File: src/rtl/dmem_arb_pkg.sv
// dmem_arbiter shared types: FSM states, port IDs
// and default address/data widths.
package dmem_arb_pkg;

  localparam int ADDR_W_DEF = 32;
  localparam int DATA_W_DEF = 32;

  localparam logic PORT_CPU = 1'b0;
  localparam logic PORT_AUX = 1'b1;

  typedef enum logic [1:0] {
    IDLE,
    ACCESS,
    RESP
  } state_t;

endpackage

File: src/rtl/dmem_arb_pick.sv
// dmem_arb_pick: combinational winner select.
// Ports: i_p0_req, i_p1_req, i_last_grant in;
//        o_grant out (PORT_CPU / PORT_AUX).
// Macro DMEM_ARB_ROUND_ROBIN_EN: ties alternate,
// otherwise port 0 always wins a tie.
module dmem_arb_pick
  import dmem_arb_pkg::*;
(
  input  logic i_p0_req,
  input  logic i_p1_req,
  input  logic i_last_grant,
  output logic o_grant
);

  logic w_tie;
  logic w_p1_only;

  assign w_tie     = i_p0_req & i_p1_req;
  assign w_p1_only = ~i_p0_req & i_p1_req;

  always_comb begin
    o_grant = PORT_CPU;
    unique case (1'b1)
      w_tie: begin
`ifdef DMEM_ARB_ROUND_ROBIN_EN
        o_grant = ~i_last_grant;
`else
        o_grant = PORT_CPU;
`endif
      end
      w_p1_only: o_grant = PORT_AUX;
      default:   o_grant = PORT_CPU;
    endcase
  end

endmodule

File: src/rtl/dmem_arbiter.sv
// dmem_arbiter: two-master arbiter/sequencer for a
// single-port DataMemory (IDLE -> ACCESS -> RESP).
// Ports: clk, rst (async high); p0_*/p1_* req, we,
// addr, wdata in, ack, rdata out; mem_* drive and
// mem_ReadData in; busy out.
// Macro DMEM_ARB_ROUND_ROBIN_EN selects tie policy.
module dmem_arbiter
  import dmem_arb_pkg::*;
#(
  parameter int ADDR_W = ADDR_W_DEF,
  parameter int DATA_W = DATA_W_DEF
) (
  input  logic              clk,
  input  logic              rst,
  input  logic              p0_req,
  input  logic              p0_we,
  input  logic [ADDR_W-1:0] p0_addr,
  input  logic [DATA_W-1:0] p0_wdata,
  output logic              p0_ack,
  output logic [DATA_W-1:0] p0_rdata,
  input  logic              p1_req,
  input  logic              p1_we,
  input  logic [ADDR_W-1:0] p1_addr,
  input  logic [DATA_W-1:0] p1_wdata,
  output logic              p1_ack,
  output logic [DATA_W-1:0] p1_rdata,
  output logic [ADDR_W-1:0] mem_Address,
  output logic [DATA_W-1:0] mem_WriteData,
  output logic              mem_MemWrite,
  output logic              mem_MemRead,
  input  logic [DATA_W-1:0] mem_ReadData,
  output logic              busy
);

  state_t            r_state;
  logic              r_last_grant;
  logic              r_sel;
  logic              r_p0_ack;
  logic              r_p1_ack;
  logic [DATA_W-1:0] r_p0_rdata;
  logic [DATA_W-1:0] r_p1_rdata;
  logic [ADDR_W-1:0] r_mem_addr;
  logic [DATA_W-1:0] r_mem_wdata;
  logic              r_mem_we;
  logic              r_mem_re;

  logic              w_any;
  logic              w_grant;
  logic              w_we;
  logic [ADDR_W-1:0] w_addr;
  logic [DATA_W-1:0] w_wdata;

  dmem_arb_pick u_pick (
    .i_p0_req     (p0_req),
    .i_p1_req     (p1_req),
    .i_last_grant (r_last_grant),
    .o_grant      (w_grant)
  );

  assign w_any   = p0_req | p1_req;
  assign w_we    = w_grant ? p1_we    : p0_we;
  assign w_addr  = w_grant ? p1_addr  : p0_addr;
  assign w_wdata = w_grant ? p1_wdata : p0_wdata;

  // Memory drive regs double as the payload latch:
  // loaded entering ACCESS, cleared leaving it.
  always_ff @(posedge clk or posedge rst) begin
    if (rst) begin
      r_state      <= IDLE;
      r_last_grant <= PORT_AUX;
      r_sel        <= PORT_CPU;
      r_p0_ack     <= 1'b0;
      r_p1_ack     <= 1'b0;
      r_p0_rdata   <= '0;
      r_p1_rdata   <= '0;
      r_mem_addr   <= '0;
      r_mem_wdata  <= '0;
      r_mem_we     <= 1'b0;
      r_mem_re     <= 1'b0;
    end else begin
      r_p0_ack <= 1'b0;
      r_p1_ack <= 1'b0;
      unique case (r_state)
        IDLE: begin
          if (w_any) begin
            r_sel        <= w_grant;
            r_last_grant <= w_grant;
            r_mem_addr   <= w_addr;
            r_mem_wdata  <= w_wdata;
            r_mem_we     <= w_we;
            r_mem_re     <= ~w_we;
            r_state      <= ACCESS;
          end
        end
        ACCESS: begin
          if (r_mem_re) begin
            if (r_sel == PORT_CPU)
              r_p0_rdata <= mem_ReadData;
            else
              r_p1_rdata <= mem_ReadData;
          end
          r_p0_ack    <= (r_sel == PORT_CPU);
          r_p1_ack    <= (r_sel == PORT_AUX);
          r_mem_addr  <= '0;
          r_mem_wdata <= '0;
          r_mem_we    <= 1'b0;
          r_mem_re    <= 1'b0;
          r_state     <= RESP;
        end
        RESP:    r_state <= IDLE;
        default: r_state <= IDLE;
      endcase
    end
  end

  assign p0_ack        = r_p0_ack;
  assign p1_ack        = r_p1_ack;
  assign p0_rdata      = r_p0_rdata;
  assign p1_rdata      = r_p1_rdata;
  assign mem_Address   = r_mem_addr;
  assign mem_WriteData = r_mem_wdata;
  assign mem_MemWrite  = r_mem_we;
  assign mem_MemRead   = r_mem_re;
  assign busy          = (r_state != IDLE);

endmodule

File: config.mk
export PLATFORM = sky130hd
export DESIGN_NAME = dmem_arbiter
export DESIGN_NICKNAME = d
export VERILOG_FILES = /design/src/rtl/dmem_arb_pkg.sv /design/src/rtl/dmem_arb_pick.sv /design/src/rtl/dmem_arbiter.sv
export SDC_FILE = /design/constraint.sdc
export NUM_CORES = 1
export LEC_CHECK = 0
export CAP_MARGIN = 25
export CORE_ASPECT_RATIO = 1.5
export CORE_MARGIN = 2
export CORE_UTILIZATION = 25
export DETAILED_ROUTE_END_ITERATION = 10
export DONT_BUFFER_PORTS = 1
export SETUP_SLACK_MARGIN = 0.2
export SLEW_MARGIN = 20
export SYNTH_ARGS = -nofsm -noshare
export SYNTH_HDL_FRONTEND = slang
export SYNTH_SLANG_ARGS = --single-unit
File: constraint.sdc
create_clock -name clk -period 15.7 [get_ports clk]
set_input_delay 4.71 -clock clk [delete_from_list [all_inputs] [get_ports clk]]
set_output_delay 4.71 -clock clk [all_outputs]
set_load 0.1 [all_outputs]
=== Yosys cells after proc, flatten, opt, wreduce, memory -nomap -nowiden ===
Cells that the tools add are included.

* Equality and inequality tests: 2
* Multiplexer cells: 16
* Bitwise operators: 5
* Reduce and logical (&&, ||, !) cells: 7

{| class="wikitable"
|+ Operator list
! cell !! count
|-
| 32-bit two-way mux || 4
|-
| 32-bit one-hot mux with 2 select lines || 2
|-
| 1-bit two-way mux || 6
|-
| 3-bit AND reduction || 2
|-
| 1-bit one-hot mux with 2 select lines || 2
|-
| 2-bit one-hot mux with 2 select lines || 1
|-
| 2-bit AND reduction || 2
|-
| 2-bit nonzero test || 2
|-
| 1-bit NOT || 3
|-
| 2-bit by 1-bit equality test with 1-bit output, second input constant || 1
|-
| 2-bit zero test || 1
|-
| 2-bit two-way mux || 1
|-
| 2-bit != test, second input constant || 1
|-
| 1-bit bitwise AND || 1
|-
| 1-bit bitwise OR || 1
|}

* Bits in registers: 135
* Input bits: 166
* Output and inout port bits: 133
* Logic and storage cells: 40

=== Longest topological paths before layout ===
* Depth in word-level cells: 7
* Depth in mapped cells: 6

=== Modules after synthesis ===
From an unflattened synthesis, not the netlist that was laid out.

* Cells, all modules: 453
* Area, all modules: 5934.4 um^2

{| class="wikitable"
|+ By module, submodules not included
! module !! times used !! cells each !! area each (um^2) !! sequential area each (um^2)
|-
| dmem_arbiter || 1 || 452 || 5920.7 || 3404.5
|-
| dmem_arb_pick || 1 || 1 || 13.8 || 0.0
|}

=== Worst setup path before layout ===
No wires, ideal clock.

* Path type: input to register
* Start point: input port p0_req
* End point: register r_mem_re (netlist: mem_MemRead)
* Library setup time: 0.122 ns
* Data arrival time: 5.607 ns
* Required time: 15.578 ns
* Setup slack: 9.971 ns
* Cell stages on the path: 6
* Cell sequence: buf_4 > nor3_1 > or2_1 > buf_4 > buf_6 > a22o_1

* Word-level cells in the longest chain between the ends: 7
* Elaborated cells between the ends (all ways): 10
* Classes of those cells: eq/ne: 1; mux: 4; bitwise: 4; reduce/logical: 1

{| class="wikitable"
|+ Ends and longest elaborated chain
! what !! RTL line !! source
|-
| from (decl) || dmem_arbiter.sv:15 || <nowiki>input logic p0_req,</nowiki>
|-
| 1-bit NOT || dmem_arb_pick.sv:19 || <nowiki>assign w_p1_only = ~i_p0_req & i_p1_req;</nowiki>
|-
| 1-bit bitwise AND || dmem_arb_pick.sv:19 ||
|-
| 1-bit two-way mux || dmem_arb_pick.sv:23 || <nowiki>unique case (1'b1)</nowiki>
|-
| 1-bit two-way mux || dmem_arbiter.sv:61 || <nowiki>assign w_we = w_grant ? p1_we : p0_we;</nowiki>
|-
| 1-bit NOT || dmem_arbiter.sv:91 || <nowiki>r_mem_re <= ~w_we;</nowiki>
|-
| 1-bit two-way mux || dmem_arbiter.sv:85 || <nowiki>if (w_any) begin</nowiki>
|-
| 1-bit one-hot mux with 2 select lines || dmem_arbiter.sv:83 || <nowiki>unique case (r_state)</nowiki>
|-
| to (signal assigned) || dmem_arbiter.sv:91 ||
|-
| to (decl) || dmem_arbiter.sv:45 || <nowiki>logic r_mem_re;</nowiki>
|}

Parallel ways exist; a longest one is shown, timed or not. The select of a mux whose other input is x is not followed.
A chain may end at the register's enable or synchronous reset.

=== Worst setup path in the final report ===
* Start point: register r_mem_re (netlist: mem_MemRead)
* End point: output port mem_MemRead

{| class="wikitable"
|+ RTL lines
! what !! RTL line !! source
|-
| to (decl) || dmem_arbiter.sv:30 || <nowiki>output logic mem_MemRead,</nowiki>
|}

No word-level cell between the ends.

==> metrics.md <==
| Metric | Value |
|---|---|
| Final worst slack | 9.53 ns |
| Max-slew violation count | 0 |
| Flop2flop setup slack | 12.88 ns |
| DRT antenna net count | 0 |
| CTS tree | yes |
| Buffers added on ports | 0 |
| R2R depth | 2 |
| Boundary Pins | 299 |
| Most frequent cells in the layout | dfrtp_1, nand2_1, a22o_1 |
| Layout Skew | 0.0129 ns |
| Setup bufs post-CTS | 0 |
| Minimum clock period | 6.17 ns |
| MaxCap Viol Count | 0 |
| Post-synthesis cell type count | 24 |
| CP startpoint kind | register |
| Yosys Warn Count | 0 |
| Final hold vios | 0 |
| TritonRoute pass-1 iters | 4 |
| CTS H-Tree Depth | 4 |
| Diodes inserted | 0 |
| Post-CTS sizing | 0 |
| CTS Root Cell | clkbuf_16 |
| Critical Path Stages | 0 |
| CTS sink count | 135 |
| Critical Path AT | 1.46 ns |
| Syn_nets | 670 |
| Fmax | 162 MHz |
| First-pass GRT wire length | 21000 µm |
| Die X-Extent | 130 µm |
| Num rows | 69 |
| Adder-Cell Fraction of Synth Area | 0 |
| Simple-Gate Fraction of Synth Area | 0.0842 |
| Nature of the critical path endpoint | output port |
| CP Class | reg2out |
| Synth Area in Compound Gates | 0.159 |
| Relative max-transition margin | 0.296 |
| Wirelength per Cell | 18.1 µm |
| CP Max Fanout | 4 |
| Die height | 193 µm |
| Worst Tran Pin Value | 1.06 ns |
| Largest family of logic cells by synthesized area | compound AO/OA/AOI/OAI gates |
| Synth Cell Area | 5930 µm² |
| RSZ-0062 raised after global routing | false |
| Commonest non-fill, non-tap cell in the layout | dfrtp_1 |
| Overflow after GRT | 0 |
| Nets | 651 |
| GP Congestion | 0.802 |
| CTS buffer count | 17 |
| Status | finished clean |
| Clk_lat worst skew | 0.42 ns |
| Post-synthesis xor/xnor area fraction | 0 |
| CP Launch Point | mem_MemRead$_DFFE_PP0P_ |
| Clock buffer depth | 2 |
| Die ar. | 25000 µm² |
| RR Startpoint | mem_MemRead$_DFFE_PP0P_ |
| Post-synthesis mux area share | 0.141 |
| Hold Startpoint | r_sel$_DFFE_PP0P_ |
| Pre-CTS setup slack | 9.57 ns |
| Via count | 3815 |
| Vias in the first global route | 3558 |
| Fillers | 2435 |
| Largest net degree at the start of global routing | 128 |
| Seq/Total Area, Yosys | 0.570 |
| Yosys reg bits | 135 |
| Vias per inst | 4.67 |
| Layout cells sized above 1 | 0.201 |
| Total routed wirelength | 14800 µm |
| Worst min-delay path class | reg2reg |
| Required @ worst endpoint | 10.99 ns |
| Initial antenna violation count | 0 |
| Mapped Avg Cell Area | 11.8 µm² |
| Total track usage | 0.113 |
| DP HPWL | 10400 µm |
| 1st-iter DRT viols | 125 |
| Tcrit/Tclk final | 0.393 |
| Area growth, synth to finish | 13.8% |
| Initial core utilization | 0.252 |
| Clk pin slew, worst setup/hold paths | 0.06 ns |
| Placeable Area | 23500 µm² |
| Cts hold-fix bufs | 0 |
| Setup tns final | 0 ns |
| Final setup violating endpoints | 0 |
| Hold path depth | 1 |
| Remaining DRCs | 0 |
| Synthesized instance count | 504 |
-- sequential cells by signal, summed over array words and instances (netlist names) --
register	count
p0_rdata	32
r_sel	1
p1_ack	1
mem_MemRead	1
r_state	2
mem_MemWrite	1
mem_WriteData	32
p1_rdata	32
mem_Address	32
p0_ack	1
-- cell type report --
| type | count | area, µm² | share of cell area |
|---|---|---|---|
| Clock buffer | 21 | 450 | 0.0668 |
| Tap cell | 319 | 399 | 0.0592 |
| Clock inverter | 11 | 171 | 0.0254 |
| Multi-Input combinational cell | 323 | 2280 | 0.339 |
| Timing Repair Buffer | 4 | 42.5 | 0.00631 |
| Inverter | 4 | 20.0 | 0.00297 |
| Sequential cell | 135 | 3380 | 0.501 |
-- Yosys cell counts (all sizes together) --
master	n	area [µm²]
dfrtp	135	3380
nand2	114	428
mux2	64	833
a22o	59	517
o21ai	57	285
buf	24	190
clkbuf	18	67.6
a22oi	8	60.1
o2bb2ai	8	70.1
inv	4	15.0
nor2	3	11.3
a21oi	2	10.0
and2	2	12.5
and2b	1	7.51
nand3	1	10.0
nor2b	1	6.26
nor3	1	5.00
nor3b	1	12.5
or2	1	6.26
-- logic make-up after synthesis --
kind of cell           count (synthesis)
DFF                                  135
AOI/OAI and AO/OA                    134
and+or+nand+nor                      125
muxes                                 64
buffers and inverters                 46
-- routing by layer --
layer / share of wire / global-route usage / wire, µm
met5: 0 / 0 / 0
met4: 0.021 / 0.0554 / 314
met3: 0.082 / 0.0396 / 1210
met2: 0.49 / 0.183 / 7280
met1: 0.40 / 0.133 / 5980
-- final timing paths --
check,endpoint
setup / recovery,mem_MemRead
hold reg to reg,p0_ack$_DFF_PP0_
hold / removal,p0_ack$_DFF_PP0_
min in group asynchronous,p0_rdata[5]$_DFFE_PP0P_
setup reg to reg,p1_rdata[10]$_DFFE_PP0P_
max in group asynchronous,p1_rdata[14]$_DFFE_PP0P_
-- through the flow --
stage,area (µm²),hold slack (ns),utilization,std cells
2_1_floorplan,5930,0.457,-,504
3_3_place_gp,6100,0.514,0.260,784
3_5_place_dp,6120,0.512,0.261,785
4_1_cts,6750,0.525,0.287,817
5_1_grt,6750,0.552,0.287,817
6_report,6750,0.523,0.287,817
Power is left out: the tool's default activity adds up to more than one toggle a clock period on the data nets, which glitch-free logic cannot reach.
